## config.mk

```make
export PLATFORM = sky130hd
export DESIGN_NAME = recip_divide_seq
export DESIGN_NICKNAME = d
export VERILOG_FILES = /design/src/rtl/recip_div_pkg.sv /design/src/rtl/recip_div_mulsat.sv /design/src/rtl/recip_divide_seq.sv
export SDC_FILE = /design/constraint.sdc
export NUM_CORES = 1
export LEC_CHECK = 0
export BUFFER_PORTS_ARGS = -buffer_cell sky130_fd_sc_hd__buf_2
export CORE_MARGIN = 2
export CORE_UTILIZATION = 50
export CTS_CLUSTER_DIAMETER = 30
export DETAILED_ROUTE_END_ITERATION = 6
export GPL_ROUTABILITY_DRIVEN = 0
export PLACE_DENSITY = 0.73
export SYNTH_ARGS = -nofsm -noshare
export SYNTH_HDL_FRONTEND = slang
export SYNTH_SLANG_ARGS = --single-unit
export TNS_END_PERCENT = 50
```

## constraint.sdc

```tcl
create_clock -name CLK -period 8.5 [get_ports CLK]
set_input_delay 1.7 -clock CLK [delete_from_list [all_inputs] [get_ports CLK]]
set_output_delay 1.7 -clock CLK [all_outputs]
set_load 0.05 [all_outputs]
```

## src/rtl/recip_div_pkg.sv

```systemverilog
// Shared types and helpers for the reciprocal-based divide sequencer.
package recip_div_pkg;

  typedef enum logic [2:0] {
    ST_IDLE,
    ST_LAUNCH,
    ST_WAIT,
    ST_MUL,
    ST_OUT
  } state_t;

  localparam int DEFAULT_FRAC_LENGTH = 11;
  localparam int ONE = 1 << DEFAULT_FRAC_LENGTH;

  // Two's-complement limits of a w-bit word, widened so callers can size-cast.
  function automatic logic signed [63:0] sat_max(input int w);
    return (64'sd1 <<< (w - 1)) - 64'sd1;
  endfunction

  function automatic logic signed [63:0] sat_min(input int w);
    return -(64'sd1 <<< (w - 1));
  endfunction

endpackage

```

## src/rtl/recip_div_mulsat.sv

```systemverilog
// Magnitude multiply by the reciprocal, optional rounding (RECIP_DIV_ROUND_EN),
// shift, sign restore and saturation. Purely combinational; inputs are registers.
module recip_div_mulsat
  import recip_div_pkg::*;
#(
  parameter int WORD_LENGTH = 18,
  parameter int FRAC_LENGTH = 11
) (
  input  logic [WORD_LENGTH-1:0]        num_abs,
  input  logic signed [WORD_LENGTH-1:0] recip,
  input  logic                          neg,
  output logic signed [WORD_LENGTH-1:0] quotient
);

  // Two guard bits: the magnitude of the most negative numerator needs W unsigned bits.
  localparam int PW = 2 * WORD_LENGTH + 2;
  localparam logic signed [PW-1:0] Q_MAX = PW'(sat_max(WORD_LENGTH));
  localparam logic signed [PW-1:0] Q_MIN = PW'(sat_min(WORD_LENGTH));
  localparam logic signed [PW-1:0] HALF  = PW'(1) <<< (FRAC_LENGTH - 1);

  logic signed [PW-1:0] prod;
  logic signed [PW-1:0] biased;
  logic signed [PW-1:0] shifted;
  logic signed [PW-1:0] signed_val;

  always_comb begin
    prod = $signed({{(PW - WORD_LENGTH){1'b0}}, num_abs}) *
           $signed({{(PW - WORD_LENGTH){recip[WORD_LENGTH-1]}}, recip});
`ifdef RECIP_DIV_ROUND_EN
    biased = prod + HALF;
`else
    biased = prod;
`endif
    shifted    = biased >>> FRAC_LENGTH;
    signed_val = neg ? -shifted : shifted;
    if (signed_val > Q_MAX) begin
      quotient = Q_MAX[WORD_LENGTH-1:0];
    end else if (signed_val < Q_MIN) begin
      quotient = Q_MIN[WORD_LENGTH-1:0];
    end else begin
      quotient = signed_val[WORD_LENGTH-1:0];
    end
  end

endmodule

```

## src/rtl/recip_divide_seq.sv

```systemverilog
// Divide sequencer around a reciprocal CORDIC stage: Quotient = N * (1/|D|) with sign,
// zero-divisor and saturation handling. RECIP_DIV_ROUND_EN selects rounding over truncation.
module recip_divide_seq
  import recip_div_pkg::*;
#(
  parameter int WORD_LENGTH = 18,
  parameter int FRAC_LENGTH = 11
) (
  input  logic                          CLK,
  input  logic                          RST,
  input  logic                          in_valid,
  output logic                          in_ready,
  input  logic signed [WORD_LENGTH-1:0] Numerator,
  input  logic signed [WORD_LENGTH-1:0] Denominator,
  output logic                          rc_enable,
  output logic [WORD_LENGTH-1:0]        rc_input,
  input  logic signed [WORD_LENGTH-1:0] rc_reciprocal,
  input  logic                          rc_valid,
  output logic                          out_valid,
  input  logic                          out_ready,
  output logic signed [WORD_LENGTH-1:0] Quotient,
  output logic                          div_by_zero
);

  localparam logic signed [WORD_LENGTH-1:0] Q_MAX = WORD_LENGTH'(sat_max(WORD_LENGTH));
  localparam logic signed [WORD_LENGTH-1:0] Q_MIN = WORD_LENGTH'(sat_min(WORD_LENGTH));

  state_t                          state_reg;
  logic [WORD_LENGTH-1:0]          num_abs_reg;
  logic signed [WORD_LENGTH-1:0]   recip_reg;
  logic                            neg_reg;
  logic [WORD_LENGTH-1:0]          abs_n;
  logic [WORD_LENGTH-1:0]          abs_d;
  logic signed [WORD_LENGTH-1:0]   mul_q;

  // |D| of the most negative divisor saturates; |N| keeps full unsigned magnitude.
  always_comb begin
    abs_n = Numerator[WORD_LENGTH-1] ? (~Numerator + 1'b1) : Numerator;
    if (Denominator == Q_MIN) begin
      abs_d = Q_MAX;
    end else begin
      abs_d = Denominator[WORD_LENGTH-1] ? (~Denominator + 1'b1) : Denominator;
    end
  end

  recip_div_mulsat #(
    .WORD_LENGTH(WORD_LENGTH),
    .FRAC_LENGTH(FRAC_LENGTH)
  ) u_mulsat (
    .num_abs (num_abs_reg),
    .recip   (recip_reg),
    .neg     (neg_reg),
    .quotient(mul_q)
  );

  always_ff @(posedge CLK) begin
    if (RST) begin
      state_reg   <= ST_IDLE;
      in_ready    <= 1'b1;
      rc_enable   <= 1'b0;
      rc_input    <= '0;
      out_valid   <= 1'b0;
      Quotient    <= '0;
      div_by_zero <= 1'b0;
      num_abs_reg <= '0;
      recip_reg   <= '0;
      neg_reg     <= 1'b0;
    end else begin
      case (state_reg)
        ST_IDLE: begin
          if (in_valid) begin
            in_ready    <= 1'b0;
            num_abs_reg <= abs_n;
            neg_reg     <= Numerator[WORD_LENGTH-1] ^ Denominator[WORD_LENGTH-1];
            rc_input    <= abs_d;
            if (Denominator == '0) begin
              Quotient    <= Numerator[WORD_LENGTH-1] ? Q_MIN : Q_MAX;
              div_by_zero <= 1'b1;
              out_valid   <= 1'b1;
              state_reg   <= ST_OUT;
            end else begin
              div_by_zero <= 1'b0;
              rc_enable   <= 1'b1;
              state_reg   <= ST_LAUNCH;
            end
          end
        end
        ST_LAUNCH: begin
          rc_enable <= 1'b0;
          state_reg <= ST_WAIT;
        end
        ST_WAIT: begin
          if (rc_valid) begin
            recip_reg <= rc_reciprocal;
            state_reg <= ST_MUL;
          end
        end
        ST_MUL: begin
          Quotient  <= mul_q;
          out_valid <= 1'b1;
          state_reg <= ST_OUT;
        end
        ST_OUT: begin
          if (out_ready) begin
            out_valid <= 1'b0;
            in_ready  <= 1'b1;
            state_reg <= ST_IDLE;
          end
        end
        default: state_reg <= ST_IDLE;
      endcase
    end
  end

endmodule

```

After elaboration in Yosys (flattened, before gate mapping)
Cells that the tools add are included.
Cells by class
  add/subtract/negate cells: 3
  bitwise logic cells: 3
  reduce and logical (&&, ||, !) cells: 13
  $lt $le $gt $ge: 2
  eq/ne operators: 10
  multiplexer cells: 26
  $mul: 1
Operator list (number)
  18-bit 2-to-1 mux: 8
  38-bit by 18-bit > comparator with 1-bit output, second input constant: 1
  38-bit by 18-bit < comparator with 1-bit output, second input constant: 1
  38-bit 2-to-1 mux: 1
  26-bit negation with 38-bit output: 1
  19-bit by 18-bit multiplier with 37-bit output: 1
  18-bit by 1-bit adder with 18-bit output, second input constant: 2
  18-bit inverter: 2
  18-bit case mux with 2 select lines: 1
  18-bit == test, second input constant: 1
  18-bit logical NOT: 1
  3-bit case mux with 5 select lines: 1
  3-bit 2-to-1 mux: 4
  3-bit AND reduction: 4
  2-bit inequality test, second input constant: 5
  1-bit 2-to-1 mux: 8
  3-bit by 2-bit == test with 1-bit output, second input constant: 2
  2-bit nonzero test: 3
  1-bit case mux with 2 select lines: 2
  2-bit AND reduction: 2
  4-bit AND reduction: 1
  3-bit by 1-bit == test with 1-bit output, second input constant: 1
  3-bit == test, second input constant: 1
  3-bit logical NOT: 1
  other kinds (3): 3
Word-level totals
  word-level logic and storage cells: 68
  bits of input ports: 59
  register bits after elaboration: 80

Depth between registers and ports, before layout
Gate-level depths: netlist (run 1).
  depth after elaboration: 7
  mapped depth: 30

Hierarchy
A second synthesis (run 1) with hierarchy kept.
Unflattened totals
  cells, all modules: 1920
  area, all modules: 15961.6 um^2
By module, submodules not included
  recip_div_mulsat: cells an instance 1477, area an instance 12309.3 um^2, times used 1, sequential area each 0.0 um^2
  recip_divide_seq: cells an instance 443, area an instance 3652.3 um^2, times used 1, sequential area each 1601.5 um^2

Worst setup path after synthesis (run 1)
Ideal clock, no wire load.
  kind: reg2reg
  start point: register recip_reg[11]
  end point: register Quotient[10]
  period minus slack after synthesis: 7.680 ns
  stages on the path, launching flop included: 28
  buffers on the path: 4
  arrival time: 7.539 ns
  data required time: 8.359 ns
  setup slack: 0.820 ns
  setup time: 0.141 ns
  path through: dfxtp_1 > clkbuf_1 > buf_1 > nand2_1 > fa_1 > inv_1 > fa_1 > fa_1 > fa_1 > fa_1 > inv_1 > fa_1 > inv_1 > ha_1 > clkbuf_1 > and4_1 > or3b_2 > a211o_1 > nand3_1 > xor2_1 > nor4_4 > nand3_1 > or4_1 > o21ai_0 > o211ai_1 > o31ai_4 > buf_6 > o32ai_2
On the way
  word-level cells in the longest chain between the ends: 7
Ends and longest elaborated chain
  start, declared: line recip_divide_seq.sv:30  | logic signed [WORD_LENGTH-1:0] recip_reg;
  start signal, assigned: line recip_divide_seq.sv:94  | recip_reg <= rc_reciprocal;
  19-bit by 18-bit multiplier with 37-bit output (*): line recip_div_mulsat.sv:27  | prod = $signed({{(PW - WORD_LENGTH){1'b0}}, num_abs}) *
  26-bit negation with 38-bit output: line recip_div_mulsat.sv:35  | signed_val = neg ? -shifted : shifted;
  38-bit 2-to-1 mux (*): line recip_div_mulsat.sv:35
  38-bit by 18-bit < comparator with 1-bit output: line recip_div_mulsat.sv:38  | end else if (signed_val < Q_MIN) begin
  18-bit 2-to-1 mux: line recip_div_mulsat.sv:38
  18-bit 2-to-1 mux (*): line recip_div_mulsat.sv:36  | if (signed_val > Q_MAX) begin
  18-bit case mux with 2 select lines (*): line recip_divide_seq.sv:69  | case (state_reg)
  end signal, assigned: line recip_divide_seq.sv:77  | Quotient <= Numerator[WORD_LENGTH-1] ? Q_MIN : Q_MAX;
  end signal, assigned: line recip_divide_seq.sv:99  | Quotient <= mul_q;
  end, declared: line recip_divide_seq.sv:21  | output logic signed [WORD_LENGTH-1:0] Quotient,
Every way passes the cells marked *; elsewhere a longest branch is shown, timed or not.
A chain may end at the register's enable or synchronous reset.

Worst setup path in the final report (run 1)
  start point: register num_abs_reg[3]
  end point: register Quotient[11]
On the way
  word-level cells in the longest chain between the ends: 7
Ends and longest elaborated chain
  start, declared: line recip_divide_seq.sv:29  | logic [WORD_LENGTH-1:0] num_abs_reg;
  start signal, assigned: line recip_divide_seq.sv:73  | num_abs_reg <= abs_n;
  19-bit by 18-bit multiplier with 37-bit output (*): line recip_div_mulsat.sv:27
  26-bit negation with 38-bit output: line recip_div_mulsat.sv:35
  38-bit 2-to-1 mux (*): line recip_div_mulsat.sv:35
  38-bit by 18-bit < comparator with 1-bit output: line recip_div_mulsat.sv:38
  18-bit 2-to-1 mux: line recip_div_mulsat.sv:38
  18-bit 2-to-1 mux (*): line recip_div_mulsat.sv:36
  18-bit case mux with 2 select lines (*): line recip_divide_seq.sv:69
Marks and branches as above.

==> results_dict.tcl, run 1 <==
set metrics [dict create \
    utilization 0.5447 \
    worstHoldPathCells 2 \
    rr_worst_depth 24 \
    netlist_top_cells_area "fa_1, ha_1, dfxtp_1, inv_1, and2_1" \
    fin_area_um2 17140 \
    clk_transition_reported_paths_ns 0.07 \
    period_minus_slack_ns 8.111 \
    grt_usage 0.2629 \
    hp-start "in_ready$_SDFFE_PP1P_" \
    start_util 0.5068 \
    die_w_um 182.6 \
    antenna_left 0 \
    setup_tns_ns 0 \
    cts_made_buffers 9 \
    ios 99 \
    clockRootBuffer "clkbuf_16" \
    fin_nets 2392 \
    r2r_start "num_abs_reg[3]$_SDFFE_PP0P_" \
    leakagePower_nw 8.368 \
    viasPerCell 5.741 \
    hold_viol_final 0 \
    wl_mm 42.48 \
    vias 13515 \
    final.period_utilization 0.9542 \
    grt-ovfl-total 0 \
    synth_fp_nets 2355 \
    insertion_delay_ns 0.37 \
    grt_pass1_wl_mm 69.68 \
    avgRoutedWirePerCell_um 18.04 \
    max_freq_mhz 123.3 \
    synth_area_um2 15950 \
    avgSynthCellArea_um2 8.352 \
    diodes 0 \
    grt_max_degree 83 \
    worstReg2RegEnd "Quotient[11]$_SDFFE_PP0P_" \
    synth_top_area_frac 0.3200 \
    rsz0062_at_grt "no" \
    place_area_um2 16780 \
    die_area_um2 33350 \
    dieHeight_um 182.6 \
    final_layout_size_suffix_gt1_frac 0.1148 \
    final_common_cell "inv_1" \
    hold_slack_ns 0.4492 \
    maxSlewHeadroom 0.2013 \
    drc 0 \
    worst_pin_slew_ns 1.195 \
    start_kind "flop" \
    area_delta_synth_final_pct 7.467 \
    critPathMaxFanout 19 \
    antenna_found_initial 0 \
    slew_viol_final 0 \
    ys_seq_area_frac 0.1004 \
    clockBufferDepth 2 \
    rows 65 \
    p_total_mw 1.555 \
    synth_cell_type_count 84 \
    grt_pass1_vias 13768 \
    ys.flop_type "dfxtp_1" \
    hold_buffers 0 \
    irDropWorstVdd_v 0.00009786 \
    dp_hpwl_mm 33.63 \
    clock-sinks 80 \
    synth-edff-count 0 \
    status "completed" \
    cp.arrival_ns 8.31 \
    synthCells 1910 \
    worstSetupPathType "reg -> reg" \
    min_to "in_ready$_SDFFE_PP1P_" \
    io_buffers 98 \
    reg2reg_setup_slack_ns 0.39 \
    max_cap_viol_count 0 \
    synthArstFlopShare 0 \
    htreeDepth 3 \
    synth-seq-cells 80 \
    synth_area_leader_cell "fa_1" \
    setup_viol 0 \
    final_cell_mix "inv_1, nand2_1, fa_1" \
    skew_ns 0.01631 \
    power_density_nw_per_um2 90.73 \
    critPathCaptureType "flop" \
    hold_class "reg -> reg" \
    dr.pass1.iters 6 \
    drt_iter0_drc 1129 \
    core_area_um2 31470 \
    cts_tree "built" \
    yosysWarningCount 0 \
    worstPathRequired_ns 8.70 \
]
==> kinds of logic after synthesis <==
family	Yosys count	share of synthesized area
XOR/XNOR	64	0.03514
AND/OR/NAND/NOR	694	0.2192
buffers and inverters	410	0.09844
flip-flops	80	0.1004
adder cells (fa/ha/maj)	386	0.4228
AO/OA/AOI/OAI	269	0.1196
multiplexers	7	0.004471
==> routing by layer <==
layer | GRT usage | up-vias | wire length, um
li1 | - | 6184 | -
met1 | 0.3358 | 6721 | 17180
met2 | 0.4475 | 529 | 20740
met3 | 0.03911 | 81 | 2954
met4 | 0.1074 | 0 | 1608
met5 | 0 | - | 0
==> layout make-up <==
cell class	instances	area, um^2
Multi-Input combinational cell	1420	12810
Fill cell	2838	14330
Clock inverter	5	32.53
Clock buffer	11	242.7
Sequential cell	80	1640
Tap cell	402	503.0
Timing Repair Buffer	139	800.8
Inverter	297	1115
==> stage by stage <==
stage                     cells  setup WS [ns]
final                      2354         0.3889
after global routing       2354        0.02588
after CTS                  2352         0.1106
after detailed placement   2336         0.1542
after global placement     2336         0.3354
after floorplan            1910         0.8197
==> worst max path at each step <==
stage                                           start                         to  slack (ns)
after floorplan            recip_reg[11]$_SDFFE_PP0P_  Quotient[10]$_SDFFE_PP0P_        0.82
after global placement    num_abs_reg[1]$_SDFFE_PP0P_   Quotient[2]$_SDFFE_PP0P_        0.34
after CTS                 num_abs_reg[1]$_SDFFE_PP0P_   Quotient[3]$_SDFFE_PP0P_        0.11
after detailed placement  num_abs_reg[1]$_SDFFE_PP0P_   Quotient[3]$_SDFFE_PP0P_        0.15
final                     num_abs_reg[3]$_SDFFE_PP0P_  Quotient[11]$_SDFFE_PP0P_        0.39
after global routing       recip_reg[11]$_SDFFE_PP0P_   Quotient[1]$_SDFFE_PP0P_        0.03
==> critical path, stage by stage, from the launching register on <==
cell and delay, ns:
dfxtp_2 0.47, and2_1 0.26, fa_1 0.54, inv_1 0.05
fa_1 0.47, inv_1 0.05, fa_1 0.53, fa_1 0.52
fa_1 0.55, inv_1 0.05, fa_1 0.52, inv_1 0.04
ha_1 0.40, a21oi_1 0.29, o21ai_0 0.26, a211oi_1 0.37
xnor2_1 0.27, nor4_4 0.52, nand3_4 0.25, or4_1 0.56
a31oi_1 0.18, o211ai_1 0.15, o31ai_4 0.18, buf_4 0.28
o32ai_2 0.12
==> power by group <==
| group | total, mW | switching [mW] | internal (mW) |
|---|---|---|---|
| sequential | 0.481 | 0.0729 | 0.408 |
| clock | 0.386 | 0.180 | 0.205 |
| combinational | 0.689 | 0.442 | 0.247 |
==> cell usage after synthesis, types with 3 or more instances <==
cell type and number:
inv_1 296, nand2_1 261, fa_1 255, and2_1 167, ha_1 131, nor2_1 107
clkbuf_1 98, dfxtp_1 80, a21oi_1 69, o21ai_0 46, xor2_1 40, a211oi_1 37
or3_1 35, xnor2_1 24, nand3_1 21, nor3_1 18, nand2b_1 13, a21o_1 12
nand4_1 11, or4_1 11, a31oi_1 10, and4_1 9, o32ai_2 9, nor2b_1 8
o32ai_1 8, buf_2 7, o31ai_1 7, mux2i_1 6, o211ai_1 6, a21oi_2 5
a31o_2 5, and3_1 5, buf_1 5, o21a_1 5, o21ai_1 5, o41ai_1 5
a221oi_1 4, a22oi_1 4, a32oi_1 3, buf_6 3, nand3b_1 3, nor3b_1 3
nor4_1 3, or2_2 3
==> what timing repair did <==
action                     4_1_cts  5_1_grt
buffers inserted                 0        2
resized for setup                0       34
setup endpoints to repair        0       18
(Power assumes the default switching activity.)
==> run 2, diff against run 1 <==
Settings changed: BUFFER_PORTS_ARGS -buffer_cell sky130_fd_sc_hd__buf_2 to -buffer_cell sky130_fd_sc_hd__buf_4.
==> results_dict.tcl, run 2 (synthesized netlist as in run 1, its figures left out) <==
set metrics [dict create \
    switching_share 0.4353 \
    max_cap_viol_count 0 \
    status "completed" \
    grt_pass1_vias 13840 \
    setup_viol 0 \
    insertion_delay_ns 0.37 \
    power_frac_comb 0.438 \
    max_freq_mhz 122.5 \
    fin_nets 2394 \
    start_kind "flop" \
    grt_max_degree 78 \
    dp_slack_ns 0.07683 \
    critPathCaptureType "flop" \
    die_area_um2 33350 \
    core_area_um2 31470 \
    avgRoutedWirePerCell_um 18.09 \
    diodes 0 \
    worst_pin_slew_ns 1.145 \
    hold_class "reg -> reg" \
    skew_ns 0.01617 \
    cp.arrival_ns 8.42 \
    maxSlewHeadroom 0.2336 \
    grt-ovfl-total 0 \
    power_density_nw_per_um2 93.02 \
    crit_family "adder cells" \
    htreeDepth 3 \
    crit_top_cell "fa_1" \
    rows 65 \
    cts_tree "built" \
    viasPerCell 5.710 \
    antenna_left 0 \
    clockBufferDepth 2 \
    wl_mm 42.61 \
    io_buffers 98 \
    clk_transition_reported_paths_ns 0.07 \
    dr.pass1.iters 5 \
    p_clk_frac 0.265 \
    intPower_mw 0.9153 \
    start_util 0.5068 \
    clockRootBuffer "clkbuf_16" \
    irDropWorstVdd_v 0.0001391 \
    worstPathRequired_ns 8.76 \
    seqPwrFrac 0.297 \
    drc 0 \
    antenna_found_initial 1 \
    ios 99 \
    dp_hpwl_mm 34.14 \
    final.period_utilization 0.9601 \
    vias 13452 \
    grt_pass1_wl_mm 70.10 \
    slew_viol_final 0 \
    leakagePower_nw 8.450 \
    crit_path_top_delay_cell "fa_1" \
    p_total_mw 1.621 \
    drt_iter0_drc 1051 \
    cp_num_buf_inv 8 \
    die_w_um 182.6 \
    critPathMaxFanout 17 \
    final_layout_size_suffix_gt1_frac 0.1131 \
    worstSetupPathType "reg -> reg" \
    clock-sinks 80 \
    dieHeight_um 182.6 \
    final_common_cell "inv_1" \
    final_cell_mix "inv_1, nand2_1, fa_1" \
    p_switching_mw 0.7056 \
    slowest_delay_ns 0.55 \
    period_minus_slack_ns 8.161 \
    cts_made_buffers 9 \
    grt_usage 0.2654 \
    area_delta_synth_final_pct 9.240 \
    hold_viol_final 0 \
    worst_slack_ns 0.3395 \
]
-- run 2: timing repair --
item                                    CTS  global route
hold buffers                              0             0
resized for setup                         0            26
endpoints found under the setup margin    0            17
hold endpoints to repair                  0             0
buffers inserted                          0             4
-- run 2: worst min-delay path, stage by stage, from the launching register on --
cell     delay, ns
dfxtp_1       0.32
nand2_1       0.06
nand2_1       0.04
-- run 2: path summary, 6_finish.rpt --
| path | slack [ns] | to | cells past startpoint | startpoint |
|---|---|---|---|---|
| hold / removal | 0.46 | in_ready$_SDFFE_PP1P_ | 2 | in_ready$_SDFFE_PP1P_ |
| hold reg to reg | 0.46 | in_ready$_SDFFE_PP1P_ | 2 | in_ready$_SDFFE_PP1P_ |
| setup reg to reg | 0.34 | Quotient[2]$_SDFFE_PP0P_ | 28 | num_abs_reg[5]$_SDFFE_PP0P_ |
| setup / recovery | 0.34 | Quotient[2]$_SDFFE_PP0P_ | 28 | num_abs_reg[5]$_SDFFE_PP0P_ |
-- run 2: final cells by class --
type,instances,area [um^2]
fillers,2858,14050
multi-input cells,1420,12810
flip-flops and latches,80,1629
inverters,297,1115
repair buffers,141,1059
well taps,402,503.0
clock buffers,10,239.0
clock inverters,6,75.07
-- run 2: routing by layer --
layer / track usage / share of wire / routed length (um)
met1: 0.3394 / 0.40 / 17080
met2: 0.4567 / 0.50 / 21100
met3: 0.03652 / 0.067 / 2854
met4: 0.1019 / 0.037 / 1575
met5: 0 / 0 / 0
-- run 2: metrics by stage --
| step | TNS, ns | util | hold WS (ns) | instances | area, um^2 |
|---|---|---|---|---|---|
| 6_report | 0 | 0.5536 | 0.4576 | 2356 | 17430 |
| 5_1_grt | -0.01187 | 0.5536 | 0.4787 | 2356 | 17430 |
| 4_1_cts | 0 | 0.5510 | 0.4576 | 2352 | 17340 |
| 3_5_place_dp | 0 | 0.5410 | 0.4491 | 2336 | 17030 |
| 3_3_place_gp | 0 | 0.5410 | 0.4315 | 2336 | 17030 |
| 2_1_floorplan | 0 | - | 0.4915 | 1910 | 15950 |
-- run 2: power groups by stage --
stage	registers, mW	logic [mW]	clock network [mW]
after floorplan	0.481	0.470	0
after global placement	0.481	0.674	0
after detailed placement	0.484	0.689	0
after CTS	0.475	0.692	0.436
after global routing	0.486	0.781	0.452
final	0.481	0.710	0.430
==> run 3, diff against run 2 <==
Settings changed: CORE_MARGIN 2 to default.
Clock period 8.5 ns to 9.6 ns, I/O delays scaled along.
==> results_dict.tcl, run 3 (synthesized netlist as in run 1, its figures left out) <==
set metrics [dict create \
    status "completed" \
    die_area_um2 32620 \
    vias 13402 \
    final_common_cell "inv_1" \
    avgRoutedWirePerCell_um 18.23 \
    start_util 0.5068 \
    clockBufferDepth 2 \
    slowest_delay_ns 0.99 \
    dieHeight_um 180.6 \
    critPathCaptureType "flop" \
    crit_top_cell "fa_1" \
    fin_nets 2363 \
    final_cell_mix "inv_1, nand2_1, fa_1" \
    grt_pass1_wl_mm 70.40 \
    slew_viol_final 0 \
    insertion_delay_ns 0.39 \
    rsz0062_at_grt "no" \
    grt_usage 0.2731 \
    ios 99 \
    dp_hpwl_mm 32.56 \
    area_delta_synth_final_pct 7.405 \
    maxSlewHeadroom 0.1596 \
    r2r_start "recip_reg[10]$_SDFFE_PP0P_" \
    n_fill_cell 2803 \
    cp_num_buf_inv 5 \
    crit_path_top_delay_cell "dfxtp_1" \
    grt_pass1_vias 14035 \
    setup_viol 0 \
    worstSetupPathType "reg -> reg" \
    hp-start "in_ready$_SDFFE_PP1P_" \
    clock-sinks 80 \
    clockRootBuffer "clkbuf_16" \
    period_minus_slack_ns 8.984 \
    hold_slack_ns 0.4519 \
    rows 65 \
    io_buffers 98 \
    drt_iter0_drc 1129 \
    reg2reg_setup_slack_ns 0.62 \
    crit_family "adder cells" \
    hold_buffers 0 \
    antenna_left 0 \
    worstHoldPathCells 2 \
    p_total_mw 1.409 \
    skew_ns 0.01985 \
    max_freq_mhz 111.3 \
    grt_max_degree 97 \
    leakagePower_nw 8.278 \
    setup_tns_ns 0 \
    worst_pin_slew_ns 1.257 \
    grt-ovfl-total 0 \
    rr_worst_depth 25 \
    wl_mm 42.40 \
    start_kind "flop" \
    cts_tree "built" \
    cts_made_buffers 9 \
    min_to "in_ready$_SDFFE_PP1P_" \
    core_area_um2 31470 \
    cp.arrival_ns 9.20 \
    die_w_um 180.6 \
    place_area_um2 16820 \
    dr.pass1.iters 6 \
    postCtsSetupRepairBufs 0 \
    htreeDepth 3 \
    power_density_nw_per_um2 82.22 \
    cts_resized 0 \
    final.period_utilization 0.9358 \
    worstPathRequired_ns 9.82 \
    hold_class "reg -> reg" \
    irDropWorstVdd_v 0.0001395 \
    antenna_found_initial 0 \
    drc 0 \
    hold_viol_final 0 \
    critPathMaxFanout 19 \
    utilization 0.5443 \
    clk_transition_reported_paths_ns 0.07 \
    viasPerCell 5.762 \
    worstReg2RegEnd "Quotient[5]$_SDFFE_PP0P_" \
    final_layout_size_suffix_gt1_frac 0.08580 \
    max_cap_viol_count 0 \
    fin_area_um2 17130 \
]
[run 3: through the flow]
stage               cells  worst slack (ns)
finish               2326            0.6161
global placement     2309            0.9632
CTS                  2325            0.7597
floorplan            1910             1.920
detailed placement   2309            0.7859
global route         2325            0.1178
[run 3: final cells by class]
class / count / area [um^2] / share of cell area
antenna: 1 / 2.502 / 0.0001461
clock buffer: 10 / 239.0 / 0.01395
clock inverter: 6 / 66.31 / 0.003871
inverter: 297 / 1115 / 0.06507
multi-input combinational: 1420 / 12780 / 0.7459
sequential: 80 / 1602 / 0.09348
tap: 402 / 503.0 / 0.02936
timing repair buffer: 110 / 825.8 / 0.04820
[run 3: power breakdown]
group | internal, mW | switching, mW
sequential | 0.359 | 0.0833
combinational | 0.214 | 0.365
clock | 0.210 | 0.177
[run 3: worst max path at each step]
stage,start,endpoint,slack [ns],depth (start not counted)
after floorplan,recip_reg[11]$_SDFFE_PP0P_,Quotient[10]$_SDFFE_PP0P_,1.92,27
after global placement,recip_reg[11]$_SDFFE_PP0P_,Quotient[3]$_SDFFE_PP0P_,0.96,25
after detailed placement,recip_reg[10]$_SDFFE_PP0P_,Quotient[4]$_SDFFE_PP0P_,0.79,25
after CTS,recip_reg[10]$_SDFFE_PP0P_,Quotient[11]$_SDFFE_PP0P_,0.76,25
after global routing,recip_reg[10]$_SDFFE_PP0P_,Quotient[1]$_SDFFE_PP0P_,0.12,25
final,recip_reg[10]$_SDFFE_PP0P_,Quotient[5]$_SDFFE_PP0P_,0.62,25
[run 3: worst min-delay path, cell delays in order (launching register included)]
cell and delay, ns:
dfxtp_1 0.32, nand2_1 0.05, nand2_1 0.04
[run 3: routing by layer]
| layer | global-route usage | vias up | part of all wire |
|---|---|---|---|
| li1 | - | 6140 | - |
| met1 | 0.3513 | 6567 | 0.40 |
| met2 | 0.4423 | 584 | 0.47 |
| met3 | 0.04911 | 111 | 0.078 |
| met4 | 0.1368 | 0 | 0.049 |
| met5 | 0 | - | 0 |
